<file path="src/rtl/sar_ctrl.sv">
// Successive-approximation ADC controller: sample/hold sequencing, MSB-first
// binary search on the DAC code, and a registered result with a done pulse.
module sar_ctrl #(
    parameter int unsigned N          = 8,
    parameter int unsigned SAMPLE_CYC = 4,
    parameter int unsigned SETTLE_CYC = 2
) (
    input  logic         clk,
    input  logic         rst,
    input  logic         start,
    input  logic         comp_in,
    output logic         sample,
    output logic [N-1:0] dac_code,
    output logic         busy,
    output logic         done,
    output logic [N-1:0] result
);

    localparam int unsigned MAX_CYC = (SAMPLE_CYC > SETTLE_CYC) ? SAMPLE_CYC : SETTLE_CYC;
    localparam int unsigned CW      = $clog2(MAX_CYC) + 1;
    localparam int unsigned IW      = (N > 1) ? $clog2(N) : 1;

    localparam logic [CW-1:0] SAMPLE_LAST = CW'(SAMPLE_CYC - 1);
    localparam logic [CW-1:0] SETTLE_LAST = CW'(SETTLE_CYC - 1);
    localparam logic [IW-1:0] TOP_IDX     = IW'(N - 1);

    typedef enum logic [1:0] {
        IDLE,
        SAMPLE,
        TRIAL,
        DONE
    } state_t;

    state_t         state_q, state_d;
    logic [CW-1:0]  cnt_q, cnt_d;
    logic [IW-1:0]  idx_q, idx_d;
    logic [N-1:0]   trial_q, trial_d;
    logic [N-1:0]   result_q, result_d;
    logic [N-1:0]   decided;
    logic           sample_q, sample_d;
    logic           busy_q, busy_d;
    logic           done_q, done_d;
    logic [N-1:0]   dac_q, dac_d;

    // State and registered outputs
    always_ff @(posedge clk) begin
        if (rst) begin
            state_q  <= IDLE;
            cnt_q    <= '0;
            idx_q    <= '0;
            trial_q  <= '0;
            result_q <= '0;
            sample_q <= 1'b0;
            busy_q   <= 1'b0;
            done_q   <= 1'b0;
            dac_q    <= '0;
        end else begin
            state_q  <= state_d;
            cnt_q    <= cnt_d;
            idx_q    <= idx_d;
            trial_q  <= trial_d;
            result_q <= result_d;
            sample_q <= sample_d;
            busy_q   <= busy_d;
            done_q   <= done_d;
            dac_q    <= dac_d;
        end
    end

    // Next state; outputs are decoded from the next state so they register in step
    always_comb begin
        state_d  = state_q;
        cnt_d    = cnt_q;
        idx_d    = idx_q;
        trial_d  = trial_q;
        result_d = result_q;
        decided  = trial_q;

        case (state_q)
            IDLE: begin
                if (start) begin
                    state_d = SAMPLE;
                    cnt_d   = '0;
                    trial_d = '0;
                    idx_d   = TOP_IDX;
                end
            end
            SAMPLE: begin
                trial_d = '0;
                idx_d   = TOP_IDX;
                if (cnt_q == SAMPLE_LAST) begin
                    state_d          = TRIAL;
                    cnt_d            = '0;
                    trial_d[TOP_IDX] = 1'b1;
                end else begin
                    cnt_d = cnt_q + CW'(1);
                end
            end
            TRIAL: begin
                if (cnt_q == SETTLE_LAST) begin
                    // Comparator is read only at the end of the settle window
                    decided[idx_q] = comp_in;
                    cnt_d          = '0;
                    trial_d        = decided;
                    if (idx_q == '0) begin
                        result_d = decided;
                        state_d  = DONE;
                    end else begin
                        idx_d                  = idx_q - IW'(1);
                        trial_d[idx_q - IW'(1)] = 1'b1;
                    end
                end else begin
                    cnt_d = cnt_q + CW'(1);
                end
            end
            DONE: begin
                if (start) begin
                    state_d = SAMPLE;
                    cnt_d   = '0;
                    trial_d = '0;
                    idx_d   = TOP_IDX;
                end else begin
                    state_d = IDLE;
                end
            end
            default: state_d = IDLE;
        endcase

        sample_d = (state_d == SAMPLE);
        busy_d   = (state_d == SAMPLE) || (state_d == TRIAL);
        done_d   = (state_d == DONE);
        case (state_d)
            TRIAL:   dac_d = trial_d;
            DONE:    dac_d = result_d;
            default: dac_d = '0;
        endcase
    end

    assign sample   = sample_q;
    assign busy     = busy_q;
    assign done     = done_q;
    assign dac_code = dac_q;
    assign result   = result_q;

endmodule

</file>
<file path="config.mk">
export PLATFORM = sky130hd
export DESIGN_NAME = sar_ctrl
export DESIGN_NICKNAME = d
export VERILOG_FILES = /design/src/rtl/sar_ctrl.sv
export SDC_FILE = /design/constraint.sdc
export NUM_CORES = 1
export LEC_CHECK = 0
export CAP_MARGIN = 20
export CORE_UTILIZATION = 40
export CTS_CLUSTER_SIZE = 25
export DETAILED_ROUTE_END_ITERATION = 8
export GPL_ROUTABILITY_DRIVEN = 0
export GPL_TIMING_DRIVEN = 1
export PLACE_DENSITY = 0.66
export SETUP_SLACK_MARGIN = 0.4
export SKIP_LAST_GASP = 1
export SYNTH_ARGS = -nofsm -noshare
export SYNTH_HDL_FRONTEND = slang
export SYNTH_SLANG_ARGS = --single-unit
</file>
<file path="constraint.sdc">
create_clock -name clk -period 2.4 [get_ports clk]
set_clock_uncertainty 0.1 [all_clocks]
set_input_delay 0.6 -clock clk [delete_from_list [all_inputs] [get_ports clk]]
set_output_delay 0.6 -clock clk [all_outputs]
set_load 0.02 [all_outputs]
</file>
## Word level (Yosys, flattened, before mapping)

Cells that the tools add are included.

| word-level totals | value |
|---|---|
| bits of input ports | 4 |
| word-level logic and storage cells | 62 |
| flip-flop bits (word level) | 35 |

| operators by class | value |
|---|---|
| equality and inequality tests | 11 |
| order comparisons | 4 |
| multiplexer cells | 28 |
| add/subtract/negate cells | 2 |
| reductions and logical operators | 7 |
| bitwise logic cells | 1 |

Operators with widths:

| kind | number |
|---|---|
| $mux W8 | 6 |
| $pmux W8 S3 | 1 |
| $mux W3 | 6 |
| $pmux W3 S3 | 2 |
| $pmux W8 S2 | 1 |
| $bwmux W8 | 1 |
| $eq A2 B2 Y1 const B | 4 |
| $lt A3 B4 Y1 const B | 2 |
| $mux W2 | 4 |
| $or A8 B8 Y8 | 1 |
| $pmux W2 S4 | 1 |
| $demux W1 S3 | 2 |
| $ge A3 B1 Y1 const B | 2 |
| $eq A2 B1 Y1 const B | 2 |
| $mux W1 | 4 |
| $ne A2 B2 Y1 const B | 2 |
| $add A3 B1 Y3 const B | 1 |
| $eq A3 B1 Y1 const B | 1 |
| $eq A3 B2 Y1 const B | 1 |
| $logic_not A3 Y1 | 1 |
| $reduce_and A3 Y1 | 1 |
| $sub A3 B1 Y3 const B | 1 |
| $logic_and A1 B1 Y1 | 2 |
| $logic_not A2 Y1 | 1 |
| 3 further kinds | 3 |

## Depth between registers and ports, before layout

| logic depth | value |
|---|---|
| depth in word-level cells | 10 |
| depth in mapped cells | 11 |

## Least setup slack after synthesis

No wires, ideal clock.

| path | value |
|---|---|
| path kind | reg-to-reg |
| start | reg idx_q[0] |
| end | reg dac_q[7] (netlist: dac_code[7]) |
| setup slack | 205 ps |
| path buffers | 2 |
| stages on the path, launching flop included | 12 |
| arrival | 1,967 ps |
| clock period less this slack | 2,195 ps |
| cell sequence | dfxtp_1 > buf_4 > inv_1 > ha_1 > nor2b_1 > nand2_2 > o221a_2 > inv_1 > ha_1 > nand2b_1 > clkbuf_1 > o22ai_1 |

RTL lines:

| element | line | RTL |
|---|---|---|
| start: declaration | 36 | `logic [IW-1:0] idx_q, idx_d;` |
| start signal: assignment | 60 | `idx_q <= idx_d;` |
| $logic_not A3 Y1 | 105 | `if (idx_q == '0) begin` |
| $mux W2 | 105 |  |
| $mux W2 | 100 | `if (cnt_q == SETTLE_LAST) begin` |
| $pmux W2 S4 | 79 | `case (state_q)` |
| via state_d[0] | 34 | `state_t state_q, state_d;` |
| $eq A2 B2 Y1 | n/a |  |
| via done_d | 42 | `logic done_q, done_d;` |
| $pmux W8 S2 | 132 | `case (state_d)` |
| end signal: assignment | 56 | `dac_q <= '0;` |
| end signal: assignment | 66 | `dac_q <= dac_d;` |
| end: declaration | 43 | `logic [N-1:0] dac_q, dac_d;` |

The timed path passes the listed nets, and every way through them passes these cells.
A chain may end at the register's enable or synchronous reset.

## Final worst setup path

| path | value |
|---|---|
| start | reg result_q[1] (netlist: result[1]) |
| end | out result[1] |

RTL lines:

| element | line | RTL |
|---|---|---|
| start: declaration | 38 | `logic [N-1:0] result_q, result_d;` |
| start signal: assignment | 62 | `result_q <= result_d;` |
| end: declaration | 16 | `output logic [N-1:0] result` |

No word-level cell between the ends.

==> results.rst <==
.. list-table::
   :header-rows: 1

   * - Metric
     - Value
   * - Type of the tightest min-delay check
     - flip-flop to flip-flop
   * - Switching power
     - 0.000330 W
   * - Launch instance of the worst min-delay path
     - result[0]
   * - Type of element launching the critical path
     - flip-flop
   * - Top area cells in the synthesized netlist
     - dfxtp_1 (40%), ha_1 (9.4%), nor2_1 (6.9%)
   * - Overall power
     - 0.00120 W
   * - Count of input and output buffers
     - 22
   * - Max Fanout on Critical Path
     - 2
   * - Number of global-route vias before repair
     - 1382
   * - Number of buffers between clock root and the deepest sink
     - 2
   * - Power Dens Cells
     - 544 nW/um^2
   * - Critical path cell sequence
     - clkdlybuf4s50_1
   * - Total congestion overflow
     - 0
   * - Violation count after the first detailed-routing iteration
     - 57
   * - Drt wl/cell
     - 14.2 um
   * - Pre-CTS setup slack
     - 54.0 ps
   * - Post-detailed-route DRC marker count
     - 0
   * - Chip width
     - 67.9 um
   * - Setup repair after global routing missed its margin
     - no
   * - CTS tree
     - built
   * - Worst Reg-to-Reg Cells
     - 9
   * - Core outline area
     - 4090 sq um
   * - Hold Buf Count CTS
     - 0
   * - Kind of critical path
     - flip-flop to output port
   * - Area growth from synthesis to layout
     - 26.6%
   * - Top cell type by total area after synthesis
     - dfxtp_1
   * - Fraction of power consumed by combinational cells
     - 14.1%
   * - Sw frac
     - 27.6%
   * - Number of antenna violations at the first check in global routing
     - 0
   * - Total count of max-transition violations in the final report
     - 0
   * - Number of distinct library cells after synthesis
     - 37
   * - Sinks on the clock net
     - 35
   * - Max-cap viol count
     - 0
   * - Aggregate routed wire length
     - 4000 um
   * - Residual antenna-violating net count after detailed routing
     - 0
   * - Total internal power
     - 0.000866 W
   * - Reg-to-reg startpoint
     - state_q[1]
   * - Clock root buffer master
     - clkbuf_8
   * - Share of final-layout standard cells stronger than drive strength 1
     - 17.7%
   * - CTS H-Tree Depth
     - 2
   * - Clk pin slew, worst setup/hold paths
     - 70 ps
   * - Syn Area/Cell
     - 8.60 sq um
   * - Worst relative slew slack
     - 76.9%
   * - Buffers and inverters on the worst path
     - 1
   * - Synth async-reset ratio
     - 0%
   * - Pre-antenna DRT Iters
     - 4
   * - RR Endpoint
     - dac_code[1]
   * - Vias after detailed routing
     - 1533
   * - Aggregate negative setup slack
     - 0 ps
   * - Final Hold Vio Count
     - 0
   * - Die Area
     - 4610 sq um
   * - Gate count after technology mapping
     - 202
   * - Final-report setup violation count
     - 0
   * - Clock latency of the later-clocked register in the worst-skew pair
     - 290 ps
   * - Primary flip-flop cell chosen by synthesis mapping
     - dfxtp_1
   * - Synthesized Nets
     - 219
   * - Dpl hpwl
     - 2800 um
   * - Portion of the clock cycle consumed by the worst path in the final layout
     - 80.6%
   * - Slack of the worst reg-to-reg path
     - 480 ps
   * - Worst hold path depth
     - 2
   * - Maximum resistive drop on vdd
     - 393 uV
   * - Wire length of the first global-routing pass
     - 6490 um
   * - Outcome
     - finished, final reports clean
   * - Register bit count reported by yosys
     - 35
   * - Sequential share of the synthesized area
     - 40.3%
   * - Total global routing track utilization
     - 19.2%
   * - Leakage power
     - 0.853 nW
   * - Most frequent cells in the layout
     - nor2_1 (32), dfxtp_1 (30), clkdlybuf4s50_1 (22)
   * - Num CTS Buffers
     - 5
   * - Critical Path Start
     - result[1]
   * - Std cell rows
     - 23
   * - Most common cell after layout, fill and taps aside
     - nor2_1
   * - Required arrival time at the worst endpoint
     - 1700 ps
   * - Die height
     - 67.9 um
   * - Number of enable flip-flop cells after synthesis
     - 0
   * - Largest net degree at the start of global routing
     - 17
   * - Starting Density
     - 42.5%
   * - Max Fclk
     - 517 MHz
   * - Clock period minus final worst setup slack
     - 1930 ps
   * - Crit path max-delay cell type
     - clkdlybuf4s50_1
   * - Yosys Warn Count
     - 0
   * - Transition time at the pin with the least slew margin
     - 337 ps
   * - Crit-path leading delay family
     - buffers and inverters
   * - Reg power frac
     - 50.6%
   * - Fillers
     - 370
   * - Worst Hold Endpoint
     - result[0]
   * - Post-Synthesis Cell Area
     - 1740 sq um
   * - Final Net Count
     - 247
   * - I/O pins
     - 23
   * - Setup slack of the critical path after layout
     - 465 ps
   * - Worst path max stage delay
     - 600 ps
   * - Final antenna diode count
     - 0
   * - Part of the total power dissipated in the clock network
     - 35.2%
   * - Type of element capturing the critical path
     - output port
   * - Endpoint arrival time on the critical path
     - 1230 ps
   * - Fraction of post-synthesis cell area in the top cell type by area
     - 40.3%
   * - Detailed-route vias per instance
     - 5.46
-- worst register-to-register path: cells and delay by family (launching register included) --
family | cells | cell delay (ps)
adder cells (fa/ha/maj) | 2 | 370
AO/OA/AOI/OAI | 2 | 360
AND/OR/NAND/NOR | 3 | 430
buffers and inverters | 2 | 160
flip-flops | 1 | 370
-- sequential cells by signal, summed over array words and instances, names as in the netlist --
signal,cells
sample,1
state_q,2
idx_q,3
done,1
result,8
busy,1
cnt_q,3
trial_q,8
dac_code,8
-- cells in the mapped netlist, drive strengths merged, types with 5 or more instances --
cell type   n
inv        11
ha         13
nor3        8
o22ai       9
o21ai       6
nand2      11
mux2i       9
buf         5
dfxtp      35
clkbuf      6
nor2       33
a21oi      18
-- power groups by stage --
stage | registers, W | logic (W) | clock network, W
CTS | 0.000604 | 0.000164 | 0.000428
global route | 0.000608 | 0.000187 | 0.000448
floorplan | 0.000618 | 0.000115 | 0
finish | 0.000606 | 0.000169 | 0.000422
global placement | 0.000617 | 0.000159 | 0
detailed placement | 0.000617 | 0.000158 | 0
-- worst max-delay path by stage --
stage / slack (ps) / to / cells past startpoint
after detailed placement: 50 / dac_code[7] / 7
after CTS: 410 / dac_code[4] / 8
final: 470 / result[1] / 1
after global placement: 130 / dac_code[7] / 7
after floorplan: 400 / dac_code[7] / 10
after global routing: 390 / dac_code[6] / 7
-- cell type report --
cell class	count	area [sq um]	area share [%]
inverter	11	41.3	1.88
clock inverter	2	12.5	0.569
multi-input combinational	145	1010	45.9
tap	50	62.6	2.84
timing repair buffer	32	295	13.4
sequential	35	707	32.1
clock buffer	6	72.6	3.30
-- timing repair --
action	CTS	global route
pin swaps	2	0
gates resized for setup	10	12
buffers inserted	1	0
setup endpoints to repair	10	9
-- metrics by stage --
stage | instances | instance area (sq um) | hold WS, ps | utilization, %
4_1_cts | 281 | 2160 | 380 | 52.9
3_5_place_dp | 272 | 2040 | 368 | 49.8
6_report | 281 | 2200 | 375 | 53.9
5_1_grt | 281 | 2200 | 385 | 53.9
2_1_floorplan | 202 | 1770 | 372 | -
3_3_place_gp | 272 | 2040 | 368 | 49.8
-- logic make-up (layout without fill, tap and decap cells) --
family	Yosys count	in the layout	synth area share, %
AND/OR/NAND/NOR	70	70	19.0
buffers and inverters	22	51	6.12
flip-flops	35	35	40.3
multiplexers	9	9	5.18
adder cells (fa/ha/maj)	13	13	9.36
AO/OA/AOI/OAI	53	53	20.0
-- routing by layer --
metal	share of wire [%]	track usage [%]
met1	48	25.2
met4	1.4	8.59
met3	5.4	4.67
met2	46	29.5
met5	0	0
Power figures use the tool's default switching activity.
==> edit 1 (same flow settings) <==
Register the inputs `start` and `comp_in` before use, with the module's reset. The logic sees them one clock later.
--- a/src/rtl/sar_ctrl.sv
+++ b/src/rtl/sar_ctrl.sv
@@ -30,6 +30,19 @@
         TRIAL,
         DONE
     } state_t;
+
+    logic start_q;
+    logic comp_q;
+
+    always_ff @(posedge clk) begin
+        if (rst) begin
+            start_q <= '0;
+            comp_q  <= '0;
+        end else begin
+            start_q <= start;
+            comp_q  <= comp_in;
+        end
+    end
 
     state_t         state_q, state_d;
     logic [CW-1:0]  cnt_q, cnt_d;
@@ -78,7 +91,7 @@
 
         case (state_q)
             IDLE: begin
-                if (start) begin
+                if (start_q) begin
                     state_d = SAMPLE;
                     cnt_d   = '0;
                     trial_d = '0;
@@ -99,7 +112,7 @@
             TRIAL: begin
                 if (cnt_q == SETTLE_LAST) begin
                     // Comparator is read only at the end of the settle window
-                    decided[idx_q] = comp_in;
+                    decided[idx_q] = comp_q;
                     cnt_d          = '0;
                     trial_d        = decided;
                     if (idx_q == '0) begin
@@ -114,7 +127,7 @@
                 end
             end
             DONE: begin
-                if (start) begin
+                if (start_q) begin
                     state_d = SAMPLE;
                     cnt_d   = '0;
                     trial_d = '0;
Function: changed (a bounded check fails within 4 cycles, from zero or initial values and one cycle with rst high).
==> edit 1 against the unedited design <==
Sequential power increased by 5.3%; sequential cell count is 2 higher; via count increased by 2.2%; total power is 6.1% higher; setup slack got worse by 0.070 ns; critical path depth grew 8; routed wire length is 12% higher; area after synthesis up 13%; cell area grew 18%; hold slack better by 0.028 ns; largest cell class unchanged; highest routed layer unchanged.
==> edit 1: results (changes against the unedited design) <==
| Metric | Value |
|---|---|
| Routed via count | `1,566 (+2.2%)` |
| Layout cells sized above 1 | `0.305 (+0.127)` |
| Final WL | `4.49 mm (+12%)` |
| CTS H-tree depth | `2 (unchanged)` |
| Fin nets | `250 (+1.2%)` |
| CP max FO | `4 (+2)` |
| First-pass GRT wire length | `7.40 mm (+14%)` |
| Worst min path class | `reg2reg` |
| First-pass DRT Iterations | `4 (unchanged)` |
| Normalized max-slew margin | `0.660 (-0.108)` |
| Setup WS pre-CTS | `0.199 ns (+0.145 ns)` |
| Status | `finished, final reports clean` |
| Synth unique cells | `49 (+32%)` |
| Area contributors post-synth | `dfxtp_1 (38%), ha_1 (8.3%), a221oi_2 (3.8%)` |
| Largest net degree at the start of global routing | `15 (-2)` |
| Peak VDD IR | `0.000288 V (-27%)` |
| Sw Share | `0.275 (-0.000651)` |
| GRT Total Usage | `0.188 (-0.00359)` |
| Diodes inserted | `0 (unchanged)` |
| FF-to-FF path depth | `9 (unchanged)` |
| Crit path DAT | `2.11 ns (+0.88 ns)` |
| Fill count | `396 (+7.0%)` |
| Syn nets | `213 (-2.7%)` |
| Sequential area share after synthesis | `0.379 (-0.0244)` |
| Vias in the first global route | `1,526 (+10%)` |
| Synth top cells by count | `dfxtp_1 (37), nor2_1 (20), inv_1 (15), ha_1 (13)` |
| DRT iter0 DRCs | `105 (+84%)` |
| Static Leak | `0.970 nW (+14%)` |
| Detail Placement HPWL | `3.03 mm (+8.4%)` |
==> edit 1: worst paths after layout <==
| path | from | slack, ns | endpoint |
|---|---|---|---|
| setup reg to reg | cnt_q[0] | 0.39 | dac_code[7] |
| hold reg to reg | cnt_q[1] | 0.40 | cnt_q[1] |
| setup / recovery | cnt_q[0] | 0.39 | dac_code[7] |
| hold / removal | cnt_q[1] | 0.40 | cnt_q[1] |
==> edit 1: layout make-up <==
type / count / area [um^2] / share of cell area
multi-input cells: 137 / 1250 / 0.484
flip-flops and latches: 37 / 756 / 0.292
inverters: 15 / 58.8 / 0.0227
repair buffers: 37 / 358 / 0.138
clock buffers: 6 / 72.6 / 0.0280
well taps: 67 / 83.8 / 0.0324
clock inverters: 1 / 8.76 / 0.00338
==> edit 1: cells by family (layout without fill, tap and decap cells) <==
kind of cell / count (synthesis) / after routing / share of synthesized area
flip-flops: 37 / 37 / 0.379
buffers and inverters: 22 / 59 / 0.0563
AND/OR/NAND/NOR: 64 / 64 / 0.189
AO/OA/AOI/OAI: 46 / 46 / 0.210
adder cells (fa/ha/maj): 13 / 13 / 0.0832
multiplexers: 14 / 14 / 0.0825
==> edit 1: metrics by stage <==
step	instance area, um^2	instances	util
floorplan	2030	196	-
global placement	2320	285	0.492
detailed placement	2320	285	0.492
CTS	2530	298	0.536
global route	2590	300	0.549
finish	2590	300	0.549
==> edit 1: layer usage <==
layer | vias up | GRT usage | wire, um
met5 | - | 0 | 0
met4 | 0 | 0.0806 | 68
met3 | 7 | 0.0486 | 201
met2 | 39 | 0.278 | 2030
met1 | 726 | 0.260 | 2200
li1 | 794 | - | -
==> edit 1: critical path, stage by stage, from the launching register on <==
cell and delay (ns):
dfxtp_4 0.37, ha_4 0.14, ha_4 0.14, nor2b_4 0.05, o31ai_2 0.17, o311a_1 0.25
ha_2 0.22, inv_2 0.04, or3_4 0.37, o311ai_4 0.06
==> edit 1: what timing repair did <==
action / CTS / global route
pin swaps: 6 / 5
endpoints found under the setup margin: 9 / 9
cloned: 0 / 0
gates resized for setup: 13 / 9
buffers inserted: 6 / 2
==> edit 1: power by group through the flow <==
stage                     sequential (mW)  clock (mW)  combinational, mW
after detailed placement            0.654           0              0.201
final                               0.638       0.415              0.217
after global routing                0.640       0.452              0.235
after global placement              0.654           0              0.202
after floorplan                     0.657           0              0.152
after CTS                           0.639       0.431              0.208
==> edit 2 (same flow settings) <==
Without the edit above. Change the parameter `N` from 8 to 4.
--- a/src/rtl/sar_ctrl.sv
+++ b/src/rtl/sar_ctrl.sv
@@ -1,7 +1,7 @@
 // Successive-approximation ADC controller: sample/hold sequencing, MSB-first
 // binary search on the DAC code, and a registered result with a done pulse.
 module sar_ctrl #(
-    parameter int unsigned N          = 8,
+    parameter int unsigned N          = 4,
     parameter int unsigned SAMPLE_CYC = 4,
     parameter int unsigned SETTLE_CYC = 2
 ) (
Ports: changed (resized dac_code and result); port bits go from 23 to 15. No check against the original RTL was run, so the function may have changed too.
==> edit 2 against the unedited design <==
Sequential cell count decreased by 13; first-iteration DRC count increased by 21%; cell area decreased by 21%; global-route usage decreased by 1.0 points; routed wire length decreased by 28%; setup slack got worse by 0.12 ns; total power decreased by 39%; area after synthesis decreased by 26%; critical path type is now reg2reg; critical endpoint is now dac_code[0].
==> edit 2: results (changes against the unedited design) <==
| Metric | Value |
|---|---|
| Wire length on met3 | `82 um (-62%)` |
| PwrDens | `423 mW/mm^2 (-22%)` |
| DRT iter0 DRCs | `69 (+21%)` |
| Setup WS pre-CTS | `0.0899 ns (+0.0359 ns)` |
| Detail Placement HPWL | `2.00 mm (-29%)` |
| Syn Inst Count | `146 (-28%)` |
| Global Route met2 Usage | `0.328 (+0.0339)` |
| Multi-input gate area | `887 um^2 (-12%)` |
| Layout cells sized above 1 | `0.263 (+0.0854)` |
| Comb pwr share | `0.188 (+0.047)` |
| CP max FO | `5 (+3)` |
| Peak VDD IR | `0.000265 V (-33%)` |
| Worst stage delay on the critical path | `0.39 ns (-0.21 ns)` |
| First-pass GRT wire length | `4.74 mm (-27%)` |
| Met3 Use GR | `0.0505 (+0.00388)` |
| Crit path DAT | `2.19 ns (+0.96 ns)` |
| Non-clk invs | `13 (+2)` |
| Wire per inst | `13.1 um (-7.9%)` |
| Static Leak | `0.761 nW (-11%)` |
| M1 WL | `1.24 mm (-35%)` |
| Worst-Skew Late Latency | `0.31 ns (+0.02 ns)` |
| Area contributors post-synth | `dfxtp_1 (34%), ha_1 (18%), nor2_1 (5.3%)` |
| Buffering overhead | `0.146 (+0.0114)` |
| Syn nets | `168 (-23%)` |
| Hold Crit Start | `trial_q[1]` |
| Slowest-stage cell, CP | `dfxtp_4` |
| Register clock-pin slew on the reported worst setup and hold paths | `0.13 ns (+0.06 ns)` |
| #FFs+latches synth | `22 (-37%)` |
| Largest net degree at the start of global routing | `13 (-4)` |
| Via density | `5.15 (-5.7%)` |
| GRT Total Usage | `0.181 (-0.0104)` |
| Fin nets | `198 (-20%)` |
| Dpl cells | `206 (-24%)` |
| Post-CTS sizing | `24 (+14)` |
| WL met2 | `1.54 mm (-15%)` |
| GR Util met1 | `0.206 (-0.0463)` |
| NetSw | `0.204 mW (-38%)` |
| Avg Cell Area, Syn | `8.76 um^2 (+1.8%)` |
| Clk root buf | `clkbuf_4` |
| CP top delay family | `compound AO/OA/AOI/OAI gates` |
| Setup Buffers After CTS | `6 (+5)` |
| Non-clock buffer count in the final layout | `28 (-13%)` |
| Synth top cells by count | `dfxtp_1 (22), ha_1 (18), nor2_1 (18), inv_1 (12)` |
| Clk tree area frac | `0.0209 (-0.0178)` |
| Synth unique cells | `39 (+5.4%)` |
| Register area | `454 um^2 (-36%)` |
| CTS H-tree depth | `1 (-1)` |
| Non-filler cells, final | `219 (-22%)` |
| Placed Area | `0.00150 mm^2 (-26%)` |
| Port Buf Inserts | `14 (-36%)` |
| Sequential area share after synthesis | `0.344 (-0.0587)` |
| Multi-input gate count | `108 (-26%)` |
| Status | `finished, final reports clean` |
## edit 2: path summary, 6_finish.rpt
check / to / slack, ns / depth (start not counted)
hold reg to reg: dac_code[1] / 0.41 / 2
setup reg to reg: dac_code[0] / 0.35 / 8
setup / recovery: dac_code[0] / 0.35 / 8
hold / removal: dac_code[1] / 0.41 / 2
## edit 2: logic make-up (layout without fill, tap and decap cells)
group / count (synthesis) / count (layout) / synth area share
multiplexers: 2 / 2 / 0.0157
buffers and inverters: 16 / 45 / 0.0479
AO/OA/AOI/OAI: 35 / 35 / 0.199
flip-flops: 22 / 22 / 0.344
adder cells (fa/ha/maj): 18 / 18 / 0.176
AND/OR/NAND/NOR: 53 / 53 / 0.217
## edit 2: stage by stage
| stage | total power, mW | hold WS, ns |
|---|---|---|
| 6_report | 0.735 | 0.415 |
| 5_1_grt | 0.764 | 0.450 |
| 4_1_cts | 0.730 | 0.415 |
| 3_5_place_dp | 0.510 | 0.393 |
| 3_3_place_gp | 0.506 | 0.357 |
| 2_1_floorplan | 0.470 | 0.349 |
